**config.mk**
```make
export PLATFORM = sky130hd
export DESIGN_NAME = ss_dp_ctrl
export DESIGN_NICKNAME = d
export VERILOG_FILES = /design/src/rtl/ss_dp_ctrl_pkg.sv /design/src/rtl/ss_err_flag.sv /design/src/rtl/ss_dp_ctrl.sv
export SDC_FILE = /design/constraint.sdc
export NUM_CORES = 1
export LEC_CHECK = 0
export CAP_MARGIN = 20
export CORE_UTILIZATION = 40
export CTS_BUF_LIST = sky130_fd_sc_hd__clkbuf_4 sky130_fd_sc_hd__clkbuf_8 sky130_fd_sc_hd__clkbuf_16
export DETAILED_ROUTE_END_ITERATION = 7
export GPL_TIMING_DRIVEN = 0
export PLACE_DENSITY = 0.66
export SETUP_SLACK_MARGIN = 0.2
export SLEW_MARGIN = 10
export SYNTH_ARGS = -nofsm -noshare
export SYNTH_HDL_FRONTEND = slang
export SYNTH_SLANG_ARGS = --single-unit
export TNS_END_PERCENT = 10
```
**constraint.sdc**
```tcl
create_clock -name CLK -period 9.05 [get_ports CLK]
set_input_delay 1.81 -clock CLK [delete_from_list [all_inputs] [get_ports CLK]]
set_output_delay 1.81 -clock CLK [all_outputs]
set_load 0.005 [all_outputs]
```
**src/rtl/ss_dp_ctrl_pkg.sv**
```systemverilog
// rtl/ss_dp_ctrl_pkg.sv - shared operation encoding for the data-pointer controller
package ss_dp_ctrl_pkg;

   // Stack operation selected by the op input
   typedef enum logic [1:0] {
      OP_HOLD  = 2'b00,
      OP_PUSH  = 2'b01,
      OP_POP   = 2'b10,
      OP_FLUSH = 2'b11
   } op_e;

endpackage

```
**src/rtl/ss_err_flag.sv**
```systemverilog
// rtl/ss_err_flag.sv - sticky error flag, set has priority over clear
module ss_err_flag (
   input  logic i_clk,
   input  logic i_resetn,
   input  logic i_set,
   input  logic i_clr,
   output logic o_flag
);

   logic r_flag;

   // Sticky flag: a fresh error in the clearing cycle must not be lost
   always_ff @(posedge i_clk) begin
      if (!i_resetn)
         r_flag <= 1'b0;
      else if (i_set)
         r_flag <= 1'b1;
      else if (i_clr)
         r_flag <= 1'b0;
   end

   assign o_flag = r_flag;

endmodule

```
**src/rtl/ss_dp_ctrl.sv**
```systemverilog
// rtl/ss_dp_ctrl.sv - downward-growing stack/frame data-pointer controller
module ss_dp_ctrl
   import ss_dp_ctrl_pkg::*;
#(
   parameter int                 WIDTH = 16,
   parameter logic [WIDTH-1:0]   TOP   = 16'hFFFE,
   parameter int                 DEPTH = 64,
   parameter int                 STEP  = 1,
   parameter int                 OFFW  = 8,
   localparam int                CW    = $clog2(DEPTH+1)
) (
   input  logic                  CLK,
   input  logic                  reset,
   input  logic [1:0]            op,
   input  logic                  en,
   input  logic                  clr_err,
   input  logic [OFFW-1:0]       offset,
   output logic [WIDTH-1:0]      dp,
   output logic [WIDTH-1:0]      dp_off,
   output logic [CW-1:0]         count,
   output logic                  empty,
   output logic                  full,
   output logic                  overflow,
   output logic                  underflow
);

   // The empty pointer must leave room for every entry so dp never wraps
   if (64'(TOP) < 64'(DEPTH) * 64'(STEP)) begin : g_top_check
      $error("ss_dp_ctrl: TOP must be >= DEPTH*STEP");
   end

   localparam logic [WIDTH-1:0] STEP_W  = WIDTH'(STEP);
   localparam logic [CW-1:0]    DEPTH_C = CW'(DEPTH);

   logic [WIDTH-1:0] r_dp;
   logic [CW-1:0]    r_count;
   logic             w_empty;
   logic             w_full;
   logic             w_push;
   logic             w_pop;
   logic             w_flush;
   logic             w_ovf_set;
   logic             w_udf_set;

   assign w_empty   = (r_count == '0);
   assign w_full    = (r_count == DEPTH_C);
   assign w_push    = en && (op == OP_PUSH);
   assign w_pop     = en && (op == OP_POP);
   assign w_flush   = en && (op == OP_FLUSH);
   assign w_ovf_set = w_push && w_full;
   assign w_udf_set = w_pop && w_empty;

   // Pointer and occupancy move together so dp == TOP - count*STEP always holds
   always_ff @(posedge CLK) begin
      if (!reset) begin
         r_dp    <= TOP;
         r_count <= '0;
      end else if (w_flush) begin
         r_dp    <= TOP;
         r_count <= '0;
      end else if (w_push && !w_full) begin
         r_dp    <= r_dp - STEP_W;
         r_count <= r_count + CW'(1);
      end else if (w_pop && !w_empty) begin
         r_dp    <= r_dp + STEP_W;
         r_count <= r_count - CW'(1);
      end
   end

   ss_err_flag u_ovf (
      .i_clk    (CLK),
      .i_resetn (reset),
      .i_set    (w_ovf_set),
      .i_clr    (clr_err),
      .o_flag   (overflow)
   );

   ss_err_flag u_udf (
      .i_clk    (CLK),
      .i_resetn (reset),
      .i_set    (w_udf_set),
      .i_clr    (clr_err),
      .o_flag   (underflow)
   );

   assign dp     = r_dp;
   assign count  = r_count;
   assign empty  = w_empty;
   assign full   = w_full;
   // Frame address wraps silently; offset is sign-extended to pointer width
   assign dp_off = r_dp + WIDTH'($signed(offset));

endmodule

```
==> flow_metrics.tcl, run 1 <==
set metrics [dict create \
    initial_core_util_pct 42.1 \
    synth_most_common_cell "a21oi_1" \
    numClockSinks 25 \
    row_count 28 \
    async_flop_share_pct 0 \
    critical_path.cell_chain "clkdlybuf4s50_1, ha_1, inv_1, fa_1, nor2b_1, o21ai_0, a211oi_1, o21ai_0, and4b_1, nor3_1, clkdlybuf4s50_1" \
    drtPass1Iterations 4 \
    drtAntennaViolNets 0 \
    synth_top_area_share_pct 19.8 \
    grt-ovfl-total 0 \
    cts_buffers 3 \
    antenna_found_initial 0 \
    rsz0062_at_grt "no" \
    hold_viol_final 0 \
    cts_tree "built" \
    setup_violations 0 \
    p_leak_uw 0.00141 \
    drcViolationCount 0 \
    clk_pin_slew_ps 90 \
    grt_pass1_vias 2216 \
    fin_setup_tns_ps 0 \
    synth_area_sq_um 2520 \
    cts_max_level 1 \
    place_congestion 0.880 \
    die_h_microns 81.5 \
    hold_class "flip-flop to flip-flop" \
    ys.flop_type "dfxtp_1" \
    fin_crit_ps 6620 \
    vdd_drop_max_mv 0.102 \
    coreArea_sq_um 5990 \
    drv_slew 0 \
    tightestPinTransition_ps 644 \
    ys_seq_area_share_pct 19.8 \
    status "finished, final reports clean" \
    synth_top_area_cell "dfxtp_1" \
    drive_gt1_share_pct 8.29 \
    cp_data_arrival_time_ps 4810 \
    finalCritPeriodShare_pct 73.2 \
    synth_cell_types 49 \
    num_vias 2406 \
    synth_edf_count 0 \
    clock.fmax_ghz 0.151 \
    clock_path_buffers 2 \
    grt_pass1_wl_microns 9730 \
    synth.ff_latch_count 25 \
    drv_cap 0 \
    whs_ps 508 \
    synth.avg_cell_area_sq_um 8.39 \
    drt-total-wl_microns 5830 \
    drtIter0Drc 81 \
    cp_slowest_cell "clkdlybuf4s50_1" \
    max_stage_delay_ps 530 \
    avgViaCountPerCell 5.51 \
    netlist_top_cells_area "dfxtp_1, ha_1, a21oi_1, xnor2_1, xor2_1" \
    syn_inst 301 \
    cts_root_buf "clkbuf_8" \
    path_max_fanout 4 \
    cts_hold_buf 0 \
    finClkSkew_ps 7.82 \
    grt_max_degree 14 \
    crit_path_start_kind "primary input" \
    ys_warn_count 0 \
    endpoint_kind "primary output" \
    max_slew_margin_pct 57.1 \
    worst_skew_pair.late_latency_ps 270 \
    dp_hpwl_microns 4710 \
    synthTopCellsByCount "a21oi_1, ha_1, nand2_1" \
    io_buffer_count 56 \
    ioPinCount 57 \
    wl_per_cell_microns 13.3 \
    antenna_cells 0 \
    p_per_area_nw_per_um2 192 \
    cts_resized 0 \
    grtUsageTotal_pct 18.4 \
    die_w_microns 81.5 \
    areaGrowthSynthToFinish_pct 28.3 \
    post-cts-setup-buffers 0 \
    layout.nets 414 \
    syn_nets 352 \
    required_ps 7240 \
    dieArea_sq_um 6630 \
    critPathKind "primary input to primary output" \
]
## state kept, by name (all words and copies together) (netlist names)
name and flops:
count 7, u_udf.o_flag 1, dp 16, u_ovf.o_flag 1
## metrics by stage
step	setup slack, ps	instance area [sq um]	power, uW	instances	utilization, %
floorplan	3700	2520	410	301	-
global placement	2460	3180	545	432	53.1
detailed placement	2390	3190	552	433	53.3
CTS	2390	3240	626	437	54.1
global route	2130	3240	678	437	54.1
finish	2430	3240	622	437	54.1
## logic make-up (layout without fill, tap and decap cells)
family / after synthesis / after routing / share of synthesized area [%]
adders and majority gates: 37 / 37 / 19.2
and+or+nand+nor: 74 / 74 / 14.6
muxes: 6 / 6 / 2.43
DFF: 25 / 25 / 19.8
buffers and inverters: 19 / 80 / 4.06
AOI/OAI and AO/OA: 105 / 105 / 27.8
xor gates and xnor gates: 35 / 35 / 12.1
## area by class of cell
type | count | area, sq um
fill | 579 | 2750
multi-input combinational | 257 | 1920
timing repair buffer | 57 | 572
sequential | 25 | 500
tap | 75 | 93.8
buffer | 8 | 61.3
clock buffer | 4 | 48.8
inverter | 11 | 41.3
## critical path: cells and delay by family
kind            cells  cell delay [ps]
compound gates      3              780
fa+ha+maj           2              610
buf+inv             3             1050
simple gates        3              570
## cells in the final DEF, fill, tap and decap left out, drive strengths merged, types with 5 or more instances in the layout
cell | Yosys | final
clkdlybuf4s50 | 0 | 56
a21oi | 36 | 36
ha | 34 | 34
nand2 | 28 | 28
dfxtp | 25 | 25
o21ai | 25 | 25
nor2 | 19 | 19
xnor2 | 18 | 18
xor2 | 17 | 17
inv | 11 | 11
a21o | 11 | 11
clkbuf | 3 | 7
o211ai | 6 | 6
buf | 5 | 6
a31oi | 5 | 5
mux2i | 5 | 5
nand3 | 5 | 5
## path summary, 6_finish.rpt
path / startpoint / to / slack [ps] / depth (start not counted)
max: offset[0] / dp_off[14] / 2430 / 11
min: u_udf.o_flag$_SDFFE_PN0P_ / u_udf.o_flag$_SDFFE_PN0P_ / 510 / 2
max reg2reg: count[1]$_SDFFE_PP0P_ / dp[12]$_SDFFE_PP1P_ / 5250 / 11
min reg2reg: u_udf.o_flag$_SDFFE_PN0P_ / u_udf.o_flag$_SDFFE_PN0P_ / 510 / 2
## report_power, final
part / leakage, uW / switching [uW] / internal, uW
Combinational: 0.00118 / 194 / 210
Sequential: 0.000204 / 20.4 / 126
Clock: 0.0000262 / 37.3 / 34.6
Total: 0.00141 / 252 / 371
## per-layer routing
layer  vias to the layer above  part of all wire, %  GRT usage [%]
met1                      1111                   48           23.6
met2                        50                   48           33.2
met5                         -                    0              0
met4                         0                 0.88           4.11
met3                         7                  3.3           1.33
li1                       1238                    -              -
Note: power is estimated with default switching activity, not from simulation.
==> run 2: changes to the inputs <==
--- a/config.mk
+++ b/config.mk
@@ -10,7 +10,7 @@
 export CTS_BUF_LIST = sky130_fd_sc_hd__clkbuf_4 sky130_fd_sc_hd__clkbuf_8 sky130_fd_sc_hd__clkbuf_16
 export DETAILED_ROUTE_END_ITERATION = 7
 export GPL_TIMING_DRIVEN = 0
-export PLACE_DENSITY = 0.66
+export PLACE_DENSITY = 0.68
 export SETUP_SLACK_MARGIN = 0.2
 export SLEW_MARGIN = 10
 export SYNTH_ARGS = -nofsm -noshare
==> constraint.sdc (replaced) <==
create_clock -name CLK -period 5.95 [get_ports CLK]
set_input_delay 1.19 -clock CLK [delete_from_list [all_inputs] [get_ports CLK]]
set_output_delay 1.19 -clock CLK [all_outputs]
set_load 0.005 [all_outputs]
==> run 2 against run 1 <==
Compared with the run above:
- power up 51%
- register-to-register slack got worse by 3000 ps
- first-iteration DRC count is 15% lower
- critical endpoint unchanged
==> flow_metrics.tcl, run 2 (synthesized netlist as in run 1, its figures left out) <==
set metrics [dict create \
    status "finished, final reports clean" \
    place_congestion 0.880 \
    die_h_microns 81.5 \
    drtIter0Drc 69 \
    cts_max_level 1 \
    rsz0062_at_grt "no" \
    grt_max_degree 15 \
    max_stage_delay_ps 520 \
    antenna_found_initial 0 \
    max_slew_margin_pct 53.8 \
    drcViolationCount 0 \
    grtUsageTotal_pct 18.3 \
    design_area_sq_um 3240 \
    areaGrowthSynthToFinish_pct 28.2 \
    ioPinCount 57 \
    drv_cap 0 \
    required_ps 4760 \
    p_per_area_nw_per_um2 291 \
    fin_setup_tns_ps 0 \
    dieArea_sq_um 6630 \
    crit_start "offset[0]" \
    tightestPinTransition_ps 689 \
    cts_tree "built" \
    whs_ps 520 \
    hold_class "flip-flop to flip-flop" \
    initial_core_util_pct 42.1 \
    wl_per_cell_microns 13.1 \
    min-delay-start "u_udf.o_flag$_SDFFE_PN0P_" \
    drtAntennaViolNets 0 \
    clk_pin_slew_ps 100 \
    cts_buffers 3 \
    largest_reg_flops 16 \
    die_w_microns 81.5 \
    drive_gt1_share_pct 8.29 \
    critical_path.cell_chain "clkdlybuf4s50_1, ha_1, inv_1, fa_1, nor2b_1, o21ai_0, a211oi_1, o21ai_0, and4b_1, nor3_1, clkdlybuf4s50_1" \
    vdd_drop_max_mv 0.137 \
    clock.fmax_ghz 0.185 \
    drv_slew 0 \
    avgViaCountPerCell 5.34 \
    cts_hold_buf 0 \
    grt_pass1_wl_microns 9630 \
    p_leak_uw 0.00141 \
    drtPass1Iterations 4 \
    cts_resized 0 \
    dp_hpwl_microns 4610 \
    row_count 28 \
    cp_data_arrival_time_ps 4200 \
    endpoint_kind "primary output" \
    grt-ovfl-total 0 \
    critPathKind "primary input to primary output" \
    cp.buffers_inverters 3 \
    setup_violations 0 \
    drt-total-wl_microns 5720 \
    placed_area_sq_um 3190 \
    path_max_fanout 4 \
    numClockSinks 25 \
    coreArea_sq_um 5990 \
    finClkSkew_ps 6.38 \
    cp_slowest_cell "clkdlybuf4s50_1" \
    layout.nets 414 \
    final_common_cell "clkdlybuf4s50_1" \
    final_cell_mix "clkdlybuf4s50_1, a21oi_1, ha_1" \
    fin_crit_ps 5390 \
    worst_skew_pair.late_latency_ps 270 \
    power_uw 941 \
    grt_pass1_vias 2139 \
    clock_path_buffers 2 \
    antenna_cells 0 \
    hold_viol_final 0 \
    io_buffer_count 56 \
    final_util_pct 54.0 \
    finalCritPeriodShare_pct 90.6 \
    crit-reg2reg-launch "count[1]$_SDFFE_PP0P_" \
    critPathTopFamily "buffers and inverters" \
    num_vias 2333 \
    post-cts-setup-buffers 0 \
    crit_path_start_kind "primary input" \
    cts_root_buf "clkbuf_8" \
]
## run 2: cell types whose count changed in the layout (fill, tap and decap cells not counted)
cell	previous run	this run
clkbuf_4	1	0
clkinv_2	0	1
## run 2: layout make-up
type / count / area, sq um
fillers: 572 / 2750
multi-input cells: 257 / 1920
repair buffers: 57 / 572
flip-flops and latches: 25 / 500
well taps: 75 / 93.8
plain buffers: 8 / 61.3
clock buffers: 3 / 41.3
inverters: 11 / 41.3
clock inverters: 1 / 5.00
## run 2: path summary, 6_finish.rpt
| kind | end | slack [ps] | depth (start not counted) |
|---|---|---|---|
| setup / recovery | dp_off[14] | 560 | 11 |
| hold / removal | u_udf.o_flag$_SDFFE_PN0P_ | 520 | 2 |
| setup reg to reg | dp[12]$_SDFFE_PP1P_ | 2230 | 11 |
| hold reg to reg | u_udf.o_flag$_SDFFE_PN0P_ | 520 | 2 |
## run 2: layer usage
metal | vias to the layer above | part of all wire, % | global-route usage, %
li1 | 1234 | - | -
met1 | 1049 | 48 | 24.1
met2 | 46 | 48 | 32.0
met3 | 4 | 3.1 | 1.44
met4 | 0 | 0.68 | 4.82
met5 | - | 0 | 0
## run 2: report_power, final
group	total [uW]	internal, uW	leakage, uW	switching [uW]
clock network	107	46.9	0.0000255	60.0
logic	611	320	0.00118	291
registers	223	191	0.000204	31.6
## run 2: worst min-delay path, delay by kind of cell (launching register included)
kind / cells / cell delay (ps)
and+or+nand+nor: 1 / 80
AOI/OAI and AO/OA: 1 / 60
DFF: 1 / 340
## run 2: per-stage QoR
| step | instances | worst slack, ps |
|---|---|---|
| 2_1_floorplan | 301 | 1840 |
| 3_3_place_gp | 432 | 592 |
| 3_5_place_dp | 433 | 546 |
| 4_1_cts | 437 | 534 |
| 5_1_grt | 437 | 358 |
| 6_report | 437 | 558 |
